`config.mk`:
```
export PLATFORM = sky130hd
export DESIGN_NAME = adpcm_stream_ctrl
export DESIGN_NICKNAME = d
export VERILOG_FILES = /design/src/rtl/adpcm_stream_ctrl.sv
export SDC_FILE = /design/constraint.sdc
export NUM_CORES = 1
export LEC_CHECK = 0
export BUFFER_PORTS_ARGS = -buffer_cell sky130_fd_sc_hd__buf_2
export CAP_MARGIN = 40
export CORE_MARGIN = 8
export CORE_UTILIZATION = 39
export DETAILED_ROUTE_END_ITERATION = 10
export PLACE_DENSITY_LB_ADDON = 0.25
export SLEW_MARGIN = 20
export SYNTH_ARGS = -nofsm -noshare
export SYNTH_HDL_FRONTEND = slang
export SYNTH_SLANG_ARGS = --single-unit
```
`constraint.sdc`:
```
create_clock -name clk -period 3 [get_ports clk]
set_input_delay 0.15 -clock clk [delete_from_list [all_inputs] [get_ports clk]]
set_output_delay 0.15 -clock clk [all_outputs]
set_load 0.01 [all_outputs]
```
`src/rtl/adpcm_stream_ctrl.sv`:
```
// adpcm_stream_ctrl: clocks the CIC/ADPCM compressor, packs its 4-bit codes into bytes, buffers them in a FIFO
module adpcm_stream_ctrl #(
    parameter int PDM_DIV    = 4,
    parameter int DECIM      = 64,
    parameter int WARMUP     = 4,
    parameter int FIFO_DEPTH = 4
) (
    input  logic       clk,
    input  logic       rst_n,
    input  logic       start,
    input  logic       stop,
    output logic       cic_clk,
    output logic       cic_slow_clk,
    output logic       cic_en,
    input  logic       out_valid_i,
    input  logic [3:0] enc_pcm_i,
    output logic [7:0] m_data,
    output logic       m_valid,
    input  logic       m_ready,
    output logic       busy,
    output logic       overflow
);
    localparam int DW = PDM_DIV > 1 ? $clog2(PDM_DIV) : 1;
    localparam int CW = $clog2(DECIM);
    localparam int AW = FIFO_DEPTH > 1 ? $clog2(FIFO_DEPTH) : 1;
    localparam logic [DW-1:0] DIV_LAST = DW'(PDM_DIV - 1);
    localparam logic [CW-1:0] DEC_LAST = CW'(DECIM - 1);
    localparam logic [CW-1:0] DEC_HALF = CW'(DECIM / 2);
    localparam logic [7:0]    WARM_N   = 8'(WARMUP);
    localparam logic [AW-1:0] PTR_LAST = AW'(FIFO_DEPTH - 1);
    localparam logic [AW:0]   FULL_N   = (AW+1)'(FIFO_DEPTH);

    typedef enum logic [1:0] {S_IDLE, S_WARMUP, S_RUN, S_DRAIN} state_t;

    state_t          state, state_nxt;
    logic [DW-1:0]   div_cnt;
    logic [CW-1:0]   dec_cnt, dec_nxt;
    logic [7:0]      warm_cnt;
    logic            ov_q, pend, ev, run, adv, tick, rise, enter, push, pop, accept;
    logic [3:0]      low_nib;
    logic [7:0]      push_data;
    logic [7:0]      mem [FIFO_DEPTH];
    logic [AW-1:0]   wr_ptr, rd_ptr;
    logic [AW:0]     count;

    function automatic logic [AW-1:0] inc(input logic [AW-1:0] p);
        return p == PTR_LAST ? '0 : p + 1'b1;
    endfunction

    // Session sequencing: start opens a session, stop closes it (stop wins over start)
    always_comb begin
        state_nxt = state;
        case (state)
            S_IDLE:   if (start && !stop) state_nxt = S_WARMUP;
            S_WARMUP: state_nxt = stop ? S_IDLE : (warm_cnt == WARM_N ? S_RUN : S_WARMUP);
            S_RUN:    if (stop) state_nxt = S_DRAIN;
            default:  state_nxt = S_IDLE;
        endcase
    end

    // Clocks only advance while the session stays active, so DRAIN and IDLE see them parked at 0
    assign run       = state == S_WARMUP || state == S_RUN;
    assign adv       = run && (state_nxt == S_WARMUP || state_nxt == S_RUN);
    assign tick      = adv && div_cnt == DIV_LAST;
    assign rise      = tick && !cic_clk;
    assign dec_nxt   = !adv ? '0 : rise ? (dec_cnt == DEC_LAST ? '0 : dec_cnt + 1'b1) : dec_cnt;
    assign enter     = state == S_IDLE && state_nxt == S_WARMUP;
    assign ev        = out_valid_i && !ov_q;
    assign push      = pend && ((state == S_RUN && ev) || state == S_DRAIN);
    assign push_data = {state == S_DRAIN ? 4'h0 : enc_pcm_i, low_nib};
    assign pop       = m_valid && m_ready;
    assign accept    = push && (count != FULL_N || pop);
    assign cic_en    = run;
    assign busy      = state != S_IDLE;
    assign m_valid   = count != '0;
    assign m_data    = m_valid ? mem[rd_ptr] : 8'h00;

    // PDM-rate and decimated clock generation
    always_ff @(posedge clk) begin
        if (!rst_n) begin
            div_cnt      <= '0;
            dec_cnt      <= '0;
            cic_clk      <= 1'b0;
            cic_slow_clk <= 1'b0;
        end else begin
            div_cnt      <= (!adv || tick) ? '0 : div_cnt + 1'b1;
            cic_clk      <= adv && (cic_clk ^ tick);
            dec_cnt      <= dec_nxt;
            cic_slow_clk <= adv && dec_nxt < DEC_HALF;
        end
    end

    // State, warmup discard, nibble packing and FIFO bookkeeping
    always_ff @(posedge clk) begin
        if (!rst_n) begin
            state    <= S_IDLE;
            ov_q     <= 1'b0;
            warm_cnt <= '0;
            pend     <= 1'b0;
            low_nib  <= '0;
            overflow <= 1'b0;
            wr_ptr   <= '0;
            rd_ptr   <= '0;
            count    <= '0;
        end else begin
            state    <= state_nxt;
            ov_q     <= out_valid_i;
            warm_cnt <= enter ? '0 : (state == S_WARMUP && ev) ? warm_cnt + 8'd1 : warm_cnt;
            pend     <= !enter && ((state == S_RUN && ev) ? !pend : (state == S_DRAIN ? 1'b0 : pend));
            low_nib  <= (state == S_RUN && ev && !pend) ? enc_pcm_i : low_nib;
            overflow <= !enter && (overflow || (push && !accept));
            wr_ptr   <= accept ? inc(wr_ptr) : wr_ptr;
            rd_ptr   <= pop ? inc(rd_ptr) : rd_ptr;
            count    <= count + (AW+1)'(accept) - (AW+1)'(pop);
        end
    end

    // FIFO storage; only the occupancy needs reset
    always_ff @(posedge clk) begin
        if (accept) mem[wr_ptr] <= push_data;
    end
endmodule

```
==> qor.csv <==
stage;metric;value;unit
setup_path;path_delay_family;simple AND/OR/NAND/NOR gates;
logic_synthesis;synth_warnings;0;
logic_synthesis;syn-num-nets;275;
power;powerDensity;635;nW/um^2
setup_path;slowest_stage;or4b_4;
drt;wire_per_inst;13.6;um
setup_path;critPathLaunchType;register;
placement;place.gp.congestion;0.766;
final_layout;layout_commonest_cell;dfxtp_1;
floorplan;die_w;104;um
logic_synthesis;syn_avg_cell_area;12.4;sq um
setup_path;rr_endpoint;dec_cnt[5];
setup_path;critPathCaptureType;register;
setup_path;worstSetupEndpoint;dec_cnt[5];
sta;setup_tns;0;ns
setup_path;worstPathMaxFanout;4;
final_layout;drive_gt1_frac;0.205;
drt;viasPerCell;4.84;
drt;num_vias;1865;
sta;worst_slew_pin_slew;0.577;ns
global_routing;grt_max_degree;19;
drt;wl;5220;um
clock_tree;cts_setup_buffers;0;
logic_synthesis;synth_cell_types;47;
placement;dp_cells;369;
clock_tree;cts-root-buf;clkbuf_8;
clock_tree;cts.sinks;68;
sta;rsz0062_at_grt;no;
clock_tree;cts_tree;done;
setup_path;crit_required;3.23;ns
final_layout;fin_nets;307;
sta;skew;0.00748;ns
placement;port_buffers;23;
floorplan;rows;32;
logic_synthesis;async_reset_ff_frac;0;
worst_hold_path;hold_depth;3;
clock_tree;cts_hold_buf;0;
floorplan;num_io_pins;24;
drt;drt-initial-drc-count;65;
sta;period_share;0.939;
final_layout;stdcell_count;385;
global_routing;grt_pass1_wl;8910;um
setup_path;cpPeakStageDelay;0.48;ns
sta;finalSetupViolCount;0;
final_layout;diodes;0;
outcome;outcome;finished, final reports clean;
logic_synthesis;synth_edf_count;32;
logic_synthesis;syn_area;3050;sq um
setup_path;crit_top_cell;ha_1;
drt;drc;0;
setup_path;r2r_start;warm_cnt[0];
setup_path;reg2reg_setup_slack;0.18;ns
sta;drv_slew;0;
global_routing;grt_pass1_vias;1901;
clock_tree;clk_latency;0.34;ns
final_layout;seq_area;1680;sq um
power;p_leak;0.00124;uW
final_layout;nFillCells;714;
job;maxCapViolations;0;
setup_path;cp.depth;11;
floorplan;initial_core_util;0.399;
clock_tree;cts_buffer_depth;2;
power;finalPower;2220;uW
sta;finalHoldViolations;0;
logic_synthesis;ys.flop_type;dfxtp_1;
sta;fmax;355;MHz
clock_tree;cts_buffers;9;
final_layout;synthToLayoutAreaGrowth;14.6;%
floorplan;die_y;104;um
floorplan;dieArea;10900;sq um
global_routing;grt_usage;0.102;
floorplan;core;7650;sq um
placement;dp_hpwl;3750;um
power;ir_worst_vdd;0.358;mV
logic_synthesis;ys_seq_area_frac;0.551;
sta;min_period;2.82;ns
global_routing;overflow;0;
worst_hold_path;hp-class;in2reg;
setup_path;path_class;reg2reg;
final_layout;final_cell_mix;dfxtp_1 (36), edfxtp_1 (32), buf_2 (23);
clock_tree;h-tree-depth;3;
setup_path;crit_chain;inv_1 > ha_1 > or4b_4 > nor4_4 > o21ai_1 > ha_1 > and3b_1 > ha_1 > nand4_1 > a211o_1 > and3b_1;
setup_path;cp_data_arrival_time;3.05;ns
drt;ant_nets;0;
final_layout;multiInputGateArea;1270;sq um
logic_synthesis;ys_seq_elements;68;
logic_synthesis;synth_cells;246;
drt;drt_first_pass_iters;4;
setup_path;critPathBufInv;1;
sta;relSlewSlack;0.610;
global_routing;grt_antenna_before_repair;0;
clock_tree;path_clk_slew;0.07;ns
setup_path;cp-startpoint;warm_cnt[0];
setup_path;r2r_cells;11;
worst min path at each step:
stage / endpoint / startpoint / slack (ns)
finish: low_nib[3] / enc_pcm_i[3] / 0.10
global route: low_nib[0] / enc_pcm_i[0] / 0.09
CTS: low_nib[3] / enc_pcm_i[3] / 0.09
detailed placement: div_cnt[0] / div_cnt[0] / 0.43
global placement: div_cnt[0] / div_cnt[0] / 0.42
floorplan: ov_q / out_valid_i / 0.27
power breakdown:
part	total (uW)	internal [uW]	leakage, uW	switching, uW
Combinational	417	211	0.000595	206
Sequential	1060	1000	0.000545	58.7
Clock	744	388	0.000104	356
area by class of cell:
| cell class | instances | area share |
|---|---|---|
| repair buffers | 27 | 0.0415 |
| flip-flops and latches | 68 | 0.481 |
| multi-input cells | 153 | 0.364 |
| clock inverters | 7 | 0.0215 |
| clock buffers | 9 | 0.0354 |
| inverters | 19 | 0.0204 |
| well taps | 102 | 0.0365 |
cells in the mapped netlist, types with 4 or more instances:
cell       n  share of area
nor2_1     8         0.0098
a21oi_1   10          0.016
and2_1     7          0.014
nand2_1   13          0.016
mux4_2     8          0.059
dfxtp_1   36           0.24
nor2b_1   19          0.039
nor3_1     4         0.0066
mux2i_1    9          0.030
edfxtp_1  32           0.31
o21ai_0    5         0.0082
xnor2_1    5          0.014
nand4_1    4         0.0082
inv_1     19          0.023
ha_1      18          0.074
state kept, by name, indices dropped and copies added (netlist names), named ones only:
register      cells
cic_clk           1
cic_slow_clk      1
count             3
dec_cnt           6
div_cnt           2
low_nib           4
mem              32
ov_q              1
overflow          1
pend              1
rd_ptr            2
state             2
warm_cnt          8
wr_ptr            2
timing repair:
item | 4_1_cts | 5_1_grt
hold endpoints to repair | 0 | 0
endpoints found under the setup margin | 0 | 1
gates resized for setup | 0 | 1
routing by layer:
layer	track usage	up-vias	wire (um)
li1	-	951	-
met1	0.116	878	2390
met2	0.164	32	2470
met3	0.0527	4	315
met4	0.0279	0	42
met5	0	-	0
worst reg2reg max path: cells and delay by family (launching register included):
kind / cells / cell delay (ns)
and+or+nand+nor: 5 / 1.25
adders and majority gates: 3 / 0.61
AOI/OAI and AO/OA: 2 / 0.43
DFF: 1 / 0.33
buffers and inverters: 1 / 0.09
cells by family (layout without fill, tap and decap cells):
kind of cell,count (synthesis),after routing,share of synthesized area
AO/OA/AOI/OAI,31,31,0.0685
XOR/XNOR,7,7,0.0201
adder cells (fa/ha/maj),19,19,0.0804
buffers and inverters,25,62,0.0320
flip-flops,68,68,0.551
multiplexers,17,17,0.0886
AND/OR/NAND/NOR,79,79,0.159
metrics by stage:
stage	worst slack, ns	util	area (sq um)	hold slack (ns)
finish	0.183	0.457	3500	0.100
CTS	0.151	0.457	3500	0.0855
global route	0.0511	0.457	3500	0.0868
floorplan	0.229	-	3050	0.272
global placement	0.231	0.431	3300	0.417
detailed placement	0.158	0.431	3300	0.431
(Power assumes the default switching activity.)
